File: config.mk
export PLATFORM = sky130hd
export DESIGN_NAME = fma_uop_pipe
export DESIGN_NICKNAME = d
export VERILOG_FILES = /design/src/rtl/fma_pipe_pkg.sv /design/src/rtl/fma_flush_chk.sv /design/src/rtl/fma_uop_pipe.sv
export SDC_FILE = /design/constraint.sdc
export NUM_CORES = 1
export LEC_CHECK = 0
export ABC_AREA = 0
export CAP_MARGIN = 20
export CORE_MARGIN = 8
export CORE_UTILIZATION = 35
export DETAILED_ROUTE_END_ITERATION = 12
export PLACE_DENSITY_LB_ADDON = 0.1
export SLEW_MARGIN = 40
export SYNTH_ARGS = -nofsm -noshare
export SYNTH_HDL_FRONTEND = slang
export SYNTH_HIERARCHICAL = 1
export SYNTH_SLANG_ARGS = --single-unit
File: constraint.sdc
create_clock -name clock -period 2.3 [get_ports clock]
set_input_delay 0.23 -clock clock [delete_from_list [all_inputs] [get_ports clock]]
set_output_delay 0.23 -clock clock [all_outputs]
set_load 0.02 [all_outputs]
File: src/rtl/fma_pipe_pkg.sv
// Shared types and helpers for the FMA micro-op pipeline.
//   rob_idx_t : ROB index (wrap flag + value), sized for the widest supported ROB
//   uop_t     : uop fields carried down the pipeline alongside the datapath
//   RM_DYN    : rounding-mode encoding that selects the CSR frm value
//   is_after  : age compare of two ROB indices with wrap-flag handling
package fma_pipe_pkg;

   // Storage widths; the pipeline zero-extends narrower ROB/pdest indices.
   localparam int ROB_MAX_W   = 16;
   localparam int PDEST_MAX_W = 16;

   localparam logic [2:0] RM_DYN = 3'h7;

   typedef struct packed {
      logic                 flag;
      logic [ROB_MAX_W-1:0] value;
   } rob_idx_t;

   typedef struct packed {
      logic                   rfWen;
      logic                   fpWen;
      logic [PDEST_MAX_W-1:0] pdest;
      rob_idx_t               robIdx;
      logic [2:0]             rm;
   } uop_t;

   // a is younger than b. Differing wrap flags invert the plain value compare.
   function automatic logic is_after(input rob_idx_t a, input rob_idx_t b);
      return (a.flag ^ b.flag) ^ (a.value > b.value);
   endfunction

endpackage

File: src/rtl/fma_flush_chk.sv
// Combinational flush decision for one uop against a branch/exception redirect.
//   uop_rob        : ROB index of the uop under test
//   redirect_valid : redirect present this cycle
//   redirect_level : 1 = the redirecting uop itself is also squashed
//   redirect_rob   : ROB index of the redirect
//   flush          : uop must be discarded
module fma_flush_chk
   import fma_pipe_pkg::*;
(
   input  rob_idx_t uop_rob,
   input  logic     redirect_valid,
   input  logic     redirect_level,
   input  rob_idx_t redirect_rob,
   output logic     flush
);

   assign flush = redirect_valid &
                  (is_after(uop_rob, redirect_rob) |
                   (redirect_level & (uop_rob == redirect_rob)));

endmodule

File: src/rtl/fma_uop_pipe.sv
// Control/uop pipeline that runs in lockstep with an external FMA datapath.
// Carries valid + uop fields through LATENCY stages under a single global
// stall, squashes redirected uops at every stage, resolves the dynamic
// rounding mode at the input and registers the datapath result at the end.
//   clock, reset              : clock, synchronous active-high reset
//   in_valid/in_ready + in_*  : uop issue handshake and fields
//   frm, rm_out               : CSR rounding mode, resolved mode for the datapath
//   redirect_*                : pipeline flush request
//   stage_en                  : per-stage load enable for the external datapath
//   res_data, res_fflags      : datapath result, presented one cycle before output
//   out_valid/out_ready + out_*: registered result uop handshake
module fma_uop_pipe
   import fma_pipe_pkg::*;
#(
   parameter int LATENCY = 3,
   parameter int ROB_W   = 5,
   parameter int PDEST_W = 6
) (
   input  logic               clock,
   input  logic               reset,
   input  logic               in_valid,
   output logic               in_ready,
   input  logic               in_rfWen,
   input  logic               in_fpWen,
   input  logic [2:0]         in_rm,
   input  logic [PDEST_W-1:0] in_pdest,
   input  logic               in_robIdx_flag,
   input  logic [ROB_W-1:0]   in_robIdx_value,
   input  logic [2:0]         frm,
   output logic [2:0]         rm_out,
   input  logic               redirect_valid,
   input  logic               redirect_robIdx_flag,
   input  logic               redirect_level,
   input  logic [ROB_W-1:0]   redirect_robIdx_value,
   output logic [LATENCY-1:0] stage_en,
   input  logic [63:0]        res_data,
   input  logic [4:0]         res_fflags,
   output logic               out_valid,
   input  logic               out_ready,
   output logic               out_rfWen,
   output logic               out_fpWen,
   output logic [PDEST_W-1:0] out_pdest,
   output logic               out_robIdx_flag,
   output logic [ROB_W-1:0]   out_robIdx_value,
   output logic [63:0]        out_data,
   output logic [4:0]         out_fflags
);

   logic               advance;
   uop_t               in_uop;
   rob_idx_t           redirect_rob;
   logic               in_flush;
   logic [LATENCY-1:0] stg_flush;

   logic [LATENCY-1:0] vld_d, vld_q;
   uop_t               uop_d [LATENCY];
   uop_t               uop_q [LATENCY];
   logic [63:0]        data_d, data_q;
   logic [4:0]         fflags_d, fflags_q;

   // Input stage: resolve rounding mode and widen indices into the uop record
   always_comb begin
      rm_out = (in_rm != RM_DYN) ? in_rm : frm;

      in_uop                             = '0;
      in_uop.rfWen                       = in_rfWen;
      in_uop.fpWen                       = in_fpWen;
      in_uop.pdest[PDEST_W-1:0]          = in_pdest;
      in_uop.robIdx.flag                 = in_robIdx_flag;
      in_uop.robIdx.value[ROB_W-1:0]     = in_robIdx_value;
      in_uop.rm                          = rm_out;

      redirect_rob                       = '0;
      redirect_rob.flag                  = redirect_robIdx_flag;
      redirect_rob.value[ROB_W-1:0]      = redirect_robIdx_value;
   end

   fma_flush_chk u_in_flush (
      .uop_rob        (in_uop.robIdx),
      .redirect_valid (redirect_valid),
      .redirect_level (redirect_level),
      .redirect_rob   (redirect_rob),
      .flush          (in_flush)
   );

   for (genvar g = 0; g < LATENCY; g++) begin : g_stg_flush
      fma_flush_chk u_stg_flush (
         .uop_rob        (uop_q[g].robIdx),
         .redirect_valid (redirect_valid),
         .redirect_level (redirect_level),
         .redirect_rob   (redirect_rob),
         .flush          (stg_flush[g])
      );
   end

   // Global stall: the whole pipe moves only when the output slot can be vacated
   assign advance  = ~vld_q[LATENCY-1] | out_ready;
   assign in_ready = advance;
   assign stage_en = {LATENCY{advance}};

   always_comb begin
      vld_d    = vld_q;
      uop_d    = uop_q;
      data_d   = data_q;
      fflags_d = fflags_q;
      if (advance) begin
         // Flush is applied to each uop as it moves, so a squashed uop lands as a bubble
         vld_d[0] = in_valid & ~in_flush;
         uop_d[0] = in_uop;
         for (int i = 1; i < LATENCY; i++) begin
            vld_d[i] = vld_q[i-1] & ~stg_flush[i-1];
            uop_d[i] = uop_q[i-1];
         end
         data_d   = res_data;
         fflags_d = res_fflags;
      end else begin
         // Stalled: payload holds, but flushed uops still drop out in place
         vld_d = vld_q & ~stg_flush;
      end
   end

   // Stage registers: only the valid bits are reset
   always_ff @(posedge clock) begin
      if (reset) begin
         vld_q <= '0;
      end else begin
         vld_q <= vld_d;
      end
   end

   always_ff @(posedge clock) begin
      uop_q    <= uop_d;
      data_q   <= data_d;
      fflags_q <= fflags_d;
   end

   // Output register is the last stage
   assign out_valid        = vld_q[LATENCY-1];
   assign out_rfWen        = uop_q[LATENCY-1].rfWen;
   assign out_fpWen        = uop_q[LATENCY-1].fpWen;
   assign out_pdest        = uop_q[LATENCY-1].pdest[PDEST_W-1:0];
   assign out_robIdx_flag  = uop_q[LATENCY-1].robIdx.flag;
   assign out_robIdx_value = uop_q[LATENCY-1].robIdx.value[ROB_W-1:0];
   assign out_data         = data_q;
   assign out_fflags       = fflags_q;

endmodule

# After elaboration in Yosys (flattened, before gate mapping)
# Cells that the tools add are included.
dict set report totals {
  ff_bits 114
  input_bits 101
  out_inout_bits 91
  wordCells 59
}
dict set report op_classes {
  order_cmp 4
  eq_ne 5
  muxes 2
  n_bitwise 30
}
# operator n
set ops {}
lappend ops {{$eq A6 B6 Y1} 4}
lappend ops {{$gt A5 B5 Y1} 4}
lappend ops {{$and A1 B1 Y1} 11}
lappend ops {{$xor A1 B1 Y1} 8}
lappend ops {{$mux W3} 2}
lappend ops {{$or A1 B1 Y1} 5}
lappend ops {{$not A1 Y1} 4}
lappend ops {{$and A3 B3 Y3} 1}
lappend ops {{$ne A3 B3 Y1 const B} 1}
lappend ops {{$not A3 Y3} 1}

# Depth between registers and ports, before layout
# Gate-level depths: netlist of the first run.
dict set report depth {
  ltp_word 7
  ltp_mapped 10
  mapped_depth_nobuf 10
}

# Modules after synthesis
# The synthesis of the first run kept the hierarchy.
# module n_inst cells_per_inst area_each_um2 seq_area_each_um2
set modules_own_cells {}
lappend modules_own_cells {fma_uop_pipe 1 147 3622.2 3393.3}
lappend modules_own_cells {fma_flush_chk 4 62 439.2 0.0}

# Least setup slack after synthesis of the first run
# No wires, ideal clock.
dict set report synth_path {
  path_type {flip-flop to flip-flop}
  from {register uop_q[42] (netlist name)}
  to {register vld_q[1]}
  setup_time_ps 119
  arrival_ps 2067
  required_ps 2181
  setup_slack_ps 113
  stages_incl_launch_ff 10
  n_path_buf 0
  period_less_slack_ps 2187
  path_cell_list {edfxtp_1 ha_1 nor2b_1 o211ai_2 a21boi_1 or4_1 a31oi_1 and4bb_2 a31oi_1 nor2_1}
}
dict set report synth_via {
  elab_chain_cells 7
  elab_cells_between_ends 9
  classes_between {order compare (1); eq/ne (1); mux (1); bitwise (6)}
}
# item line
set synth_rtl {}
lappend synth_rtl {{start, declared} fma_uop_pipe.sv:57} ;# uop_t uop_q [LATENCY];
lappend synth_rtl {{start signal, assigned} fma_uop_pipe.sv:132} ;# uop_q <= uop_d;
lappend synth_rtl {{$gt A5 B5 Y1 / $eq A6 B6 Y1 (equally long branches)} {fma_pipe_pkg.sv:29, fma_flush_chk.sv:19}}
lappend synth_rtl {{$xor A1 B1 Y1 / $and A1 B1 Y1 (equally long branches)} {fma_pipe_pkg.sv:29, fma_flush_chk.sv:19}}
lappend synth_rtl {{$or A1 B1 Y1 (*)} fma_flush_chk.sv:18} ;# (is_after(uop_rob, redirect_rob) |
lappend synth_rtl {{$and A1 B1 Y1 (*)} fma_flush_chk.sv:17} ;# assign flush = redirect_valid &
lappend synth_rtl {{net stg_flush[1]} fma_uop_pipe.sv:53} ;# logic [LATENCY-1:0] stg_flush;
lappend synth_rtl {{$not A3 Y3 (*)} fma_uop_pipe.sv:118} ;# vld_d = vld_q & ~stg_flush;
lappend synth_rtl {{$and A3 B3 Y3 (*)} fma_uop_pipe.sv:118}
lappend synth_rtl {{$mux W3 (*)} fma_uop_pipe.sv:106} ;# if (advance) begin
lappend synth_rtl {{end signal, assigned} fma_uop_pipe.sv:127} ;# vld_q <= vld_d;
lappend synth_rtl {{end, declared} fma_uop_pipe.sv:55} ;# logic [LATENCY-1:0] vld_d, vld_q;
# Mark *: on every way through the listed nets, which the timed path passes. The rest lies on a longest branch.
# A chain may end at the register's enable or synchronous reset.

# Worst setup path in the final report of the first run
# Ends and elaborated chain as after synthesis.

==> results.md, run 1 <==
- First-pass GRT wire length: 20000 um
- Hold path depth: 1
- Ant. Diodes: 0
- Layout cells sized above 1: 0.0777
- Die X-Extent: 140 um
- DP Wirelength: 10500 um
- Hold-fix buffers at CTS: 0
- FMAX: 440 MHz
- RePlAce Congestion: 0.780
- Critical Path Source Type: register
- Finished Layout Cells: 896
- Sw frac: 0.214
- CTS tree: built
- Crit path kind: register to register
- DRT Pass-1 Iters: 4
- Nets: 861
- Crit path buffers/inverters: 0
- Antenna violations before repair: 0
- Sequential power share: 0.405
- Worst reg-to-reg path cell count: 9
- Via density: 4.27
- Cell Chain, Critical Path: ha_4 > nor2b_1 > o211ai_2 > a21boi_2 > or4_1 > a31oi_1 > and4bb_2 > a31oi_1 > nor2_1
- CTS sink cnt: 114
- Multi-input logic area: 1960 um2
- Max-cap violations: 0
- Placed Area: 7880 um2
- Max-slew violations: 0
- Most frequent cells in the layout: clkdlybuf4s50_1 (191), edfxtp_1 (111), conb_1 (88), inv_1 (71), ha_1 (63)
- Synth top area share: 0.620
- Number of I/O pins: 192
- WL final: 12800 um
- Most common cell after layout, fill and taps aside: clkdlybuf4s50_1
- Hold Path Class: primary input to register
- Worst hold start: res_data[58]
- CTS buffer count: 17
- Min-Delay Endpoint: out_data[58]$_DFFE_PP_
- Crit path DAT: 2.56 ns
- Seq/Total Area, Yosys: 0.631
- Vias: 3830
- Net Switching: 1300 uW
- Clk pwr share: 0.453
- Average size of a mapped cell: 13.6 um2
- Max Clock Skew: 0.00697 ns
- Initial core utilization: 0.356
- CP Data Required Time: 2.59 ns
- Placed cell count: 863
- Post-route antenna net violation count: 0
- Cell taking the most area after synthesis: edfxtp_1
- Die height: 140 um
- Synth unique cells: 29
- Layout area overhead: 58.6%
- Power density over cell area: 712 nW/um2
- RR Endpoint: vld_q[1]$_SDFF_PP0_
- DIE AREA: 19600 um2
- Hold Violations, Final: 0
- Yosys warning total: 6
- Combinational Power Share: 0.142
- Synth Instances: 395
- Placement Rows: 45
- Max VDD drop: 0.000522 V
- DR iter-0 viols: 126
- Crit path top cell by count: a31oi_1
- CP max FO: 2
- Final setup vio count: 0
- IO buf count: 191
- Congestion Overflow GR: 0
- Final std cell area, no fill: 8530 um2
- Tot GR Track Use: 0.133
- Flop2flop setup slack: 0.03 ns
- Detailed-route DRC error count: 0
- Core ar.: 15100 um2
- Min Hold Slack: 0.378 ns
- Largest net degree at the start of global routing: 48
- Synth Register Bits: 114
- P_int: 4780 uW
- Synthesized area: 5380 um2
- CTS Root Cell: clkbuf_16
- Max H-tree Level: 4
- Fillers: 1284
- Avg WL per Cell: 14.3 um
- Critical-path top delay cell: or4_1
- Status: completed
- Clk pin slew, worst setup/hold paths: 0.05 ns
- Final Critical Period: 2.27 ns
- RSZ-0062 raised after global routing: yes
- Clk_lat worst skew: 0.40 ns
- Worst path top cell family by delay: simple AND/OR/NAND/NOR gates
- Worst-case clock buffer depth: 2
- Worst r2r src: uop_q[42]$_DFFE_PP_
- Max incr delay on CP: 0.50 ns
- Vias in the first global route: 3988
- Top cells by area, synth: edfxtp_1 (62%), ha_1 (15%), inv_1 (5.0%), a21oi_1 (2.7%), buf_4 (2.0%)
- Crit. End Element: register
- Register area: 3390 um2
- Static Leakage: 0.00360 uW
- Final period util: 0.988
-- synth_stat cells, drive strengths merged --
library cell    n
edfxtp        111
inv            71
ha             64
a21oi          30
nand2          18
buf            14
a21o            8
nand4           8
o21ai           8
o31ai           8
a31oi           6
nor2            5
a21boi          4
and4            4
nand3           4
nor2b           4
nor4            4
o211ai          4
or4             4
xor2            4
dfxtp           3
nand3b          2
o21a            2
and4bb          1
conb            1
nand2b          1
or2             1
or3b            1
-- how the worst max path moves through the flow --
stage	startpoint	endpoint	depth (start not counted)
2_1_floorplan	uop_q[42]$_DFFE_PP_	vld_q[1]$_SDFF_PP0_	9
3_5_place_dp	redirect_robIdx_value[3]	vld_q[1]$_SDFF_PP0_	10
6_report	uop_q[42]$_DFFE_PP_	vld_q[1]$_SDFF_PP0_	9
5_1_grt	uop_q[42]$_DFFE_PP_	vld_q[1]$_SDFF_PP0_	9
4_1_cts	uop_q[42]$_DFFE_PP_	vld_q[1]$_SDFF_PP0_	9
3_3_place_gp	redirect_robIdx_value[1]	vld_q[1]$_SDFF_PP0_	11
-- routing by layer --
metal / up-vias / global-route usage / wire length, um
li1: 1956 / - / -
met1: 1739 / 0.136 / 5220
met2: 118 / 0.241 / 6630
met3: 17 / 0.0499 / 760
met4: 0 / 0.0520 / 232
met5: - / 0 / 0
-- per-stage QoR --
step,TNS (ns),util,worst slack [ns],total power [uW]
after detailed placement,-0.833,0.522,-0.356,3330
after floorplan,0,-,0.113,2920
final,0,0.566,0.0273,6080
after global routing,-0.0370,0.566,-0.0370,6330
after global placement,-0.749,0.522,-0.327,3320
after CTS,0,0.564,0.00314,6120
-- power groups by stage --
| stage | registers [uW] | logic (uW) | clock network (uW) |
|---|---|---|---|
| final | 2460 | 862 | 2750 |
| after global placement | 2500 | 818 | 0 |
| after CTS | 2460 | 831 | 2820 |
| after floorplan | 2600 | 316 | 0 |
| after detailed placement | 2500 | 827 | 0 |
| after global routing | 2480 | 947 | 2910 |
-- state kept, by name, summed over array words and instances, names as in the netlist --
signal            cells
out_data             64
out_rfWen             1
out_robIdx_flag       1
out_robIdx_value      5
out_fpWen             1
out_pdest             6
vld_q                 3
uop_q                28
out_fflags            5
-- area by class of cell --
class,instances,area share
Clock buffer,19,0.0507
Tap cell,188,0.0276
Sequential cell,114,0.398
Timing Repair Buffer,209,0.241
Clock inverter,12,0.0221
Inverter,71,0.0312
Multi-Input combinational cell,283,0.229
-- timing repair --
action	CTS	global route
hold endpoints to repair	0	0
resized for setup	0	2
endpoints found under the setup margin	1	1
buffers inserted	1	1
pin swaps	1	2
-- cell families (layout without fill, tap and decap cells) --
kind of cell / Yosys count / count (layout) / synth area share
compound gates: 70 / 70 / 0.0830
other cells: 1 / 88 / 0.000697
buf+inv: 85 / 311 / 0.0691
flops: 114 / 114 / 0.631
fa+ha+maj: 64 / 64 / 0.149
simple gates: 57 / 57 / 0.0609
xor+xnor: 4 / 4 / 0.00651
-- worst reg2reg max path, stage by stage (launching register included) --
cell and delay [ns]:
edfxtp_1 0.44, ha_4 0.24, nor2b_1 0.13, o211ai_2 0.15, a21boi_2 0.08, or4_1 0.50
a31oi_1 0.19, and4bb_2 0.26, a31oi_1 0.13, nor2_1 0.05
(Power assumes the default switching activity.)
==> run 2, diff against run 1 <==
- CORE_MARGIN: 8 -> not set
==> results.md, run 2 (synthesis gave the netlist of run 1 again) <==
- Largest net degree at the start of global routing: 71
- Hold Violations, Final: 0
- Antenna violations before repair: 0
- DP Wirelength: 9400 um
- Crit path buffers/inverters: 0
- Detailed-route DRC error count: 0
- Max-cap violations: 0
- Tot GR Track Use: 0.157
- Vias in the first global route: 3855
- Max incr delay on CP: 0.50 ns
- Critical Path Source Type: register
- Nets: 862
- Final std cell area, no fill: 8470 um2
- Hold Path Class: primary input to register
- Finished Layout Cells: 893
- Congestion Overflow GR: 0
- Via density: 4.38
- Clk pin slew, worst setup/hold paths: 0.05 ns
- Hold-fix buffers at CTS: 0
- Static Leakage: 0.00357 uW
- Status: finished with violations
- Initial core utilization: 0.365
- Number of I/O pins: 192
- Post-route total power: 5750 uW
- Crit path top cell by count: a31oi_1
- Max H-tree Level: 4
- Worst path top cell family by delay: simple AND/OR/NAND/NOR gates
- Crit path kind: register to register
- Max-slew violations: 0
- RR Endpoint: vld_q[1]$_SDFF_PP0_
- CTS buffer count: 17
- Min-Delay Endpoint: out_data[16]$_DFFE_PP_
- Layout cells sized above 1: 0.0804
- CP Data Required Time: 2.59 ns
- Layout area overhead: 57.4%
- CP max FO: 3
- Hold path depth: 1
- Post-layout util: 0.574
- Max reg flops: 64
- IO buf count: 191
- Setup ws final: -0.0408 ns
- Final Critical Period: 2.34 ns
- Final setup vio count: 1
- Most frequent cells in the layout: clkdlybuf4s50_1 (191), edfxtp_1 (111), conb_1 (88), inv_1 (71), ha_1 (63)
- Failing checks: negative setup slack
- Crit path DAT: 2.63 ns
- Placed Area: 7890 um2
- Crit. End Element: register
- Die X-Extent: 126 um
- RSZ-0062 raised after global routing: yes
- Cell Chain, Critical Path: ha_1 > a21oi_1 > a21boi_2 > or4_1 > a31oi_1 > and4bb_2 > a31oi_1 > nor2_1
- Most common cell after layout, fill and taps aside: clkdlybuf4s50_1
- Worst reg-to-reg path cell count: 8
- DRT Pass-1 Iters: 4
- Worst r2r src: uop_q[44]$_DFFE_PP_
- Max VDD drop: 0.000540 V
- Max Clock Skew: 0.00462 ns
- Avg WL per Cell: 13.2 um
- Post-route antenna net violation count: 0
- First-pass GRT wire length: 18900 um
- DR iter-0 viols: 237
- Worst hold start: res_data[16]
- Core ar.: 14800 um2
- Critical-path top delay cell: or4_1
- Post-Place Setup Slack: -0.372 ns
- CTS Root Cell: clkbuf_16
- WL final: 11800 um
- CTS sink cnt: 114
- Ant. Diodes: 0
- FMAX: 427 MHz
- RePlAce Congestion: 0.771
- Die height: 126 um
- Placed cell count: 861
- Flop2flop setup slack: -0.04 ns
- Vias: 3909
- Power density over cell area: 679 nW/um2
- DIE AREA: 15900 um2
- CTS tree: built
- Placement Rows: 44
- Clk_lat worst skew: 0.40 ns
- Final period util: 1.02
- Worst-case clock buffer depth: 2
[run 2: changes by cell type in the layout (fill, tap and decap cells not counted)]
cell,delta
clkbuf_1,-1
bufinv_16,-3
clkinv_1,+1
clkinvlp_4,+1
clkinv_2,+2
buf_4,+1
o31ai_1,-1
o31ai_2,+1
[run 2: repair_timing]
item	CTS	global route
endpoints found under the setup margin	1	2
setup buffers	0	1
hold endpoints to repair	0	0
pin swaps	2	1
gates resized for setup	1	2
[run 2: per-layer routing]
layer,track usage,up-vias,wire [um]
li1,-,1953,-
met1,0.166,1825,4580
met2,0.288,114,6390
met3,0.0540,17,662
met4,0.0546,0,172
met5,0,-,0
[run 2: area by class of cell]
class	count	area, um2
tap	184	230
inverter	71	267
fill	1240	6290
timing repair buffer	210	2070
multi-input combinational	283	1960
sequential	114	3390
clock inverter	13	120
clock buffer	18	429
[run 2: stage by stage]
step	hold slack [ns]	setup TNS (ns)
final	0.379	-0.0408
after global placement	0.401	-0.833
after global routing	0.356	-0.132
after CTS	0.361	0
after floorplan	0.292	0
after detailed placement	0.408	-0.989
[run 2: how the worst max path moves through the flow]
stage                             start                  end  cells past startpoint
2_1_floorplan       uop_q[42]$_DFFE_PP_  vld_q[1]$_SDFF_PP0_                      9
3_3_place_gp   redirect_robIdx_value[1]  vld_q[1]$_SDFF_PP0_                     11
3_5_place_dp   redirect_robIdx_value[1]  vld_q[1]$_SDFF_PP0_                     11
4_1_cts             uop_q[42]$_DFFE_PP_  vld_q[1]$_SDFF_PP0_                      9
5_1_grt             uop_q[44]$_DFFE_PP_  vld_q[1]$_SDFF_PP0_                      8
6_report            uop_q[44]$_DFFE_PP_  vld_q[1]$_SDFF_PP0_                      8
[run 2: where the power goes]
part	switching [uW]	internal (uW)
clock network	866	1560
registers	43.5	2420
logic	398	457
total	1310	4440
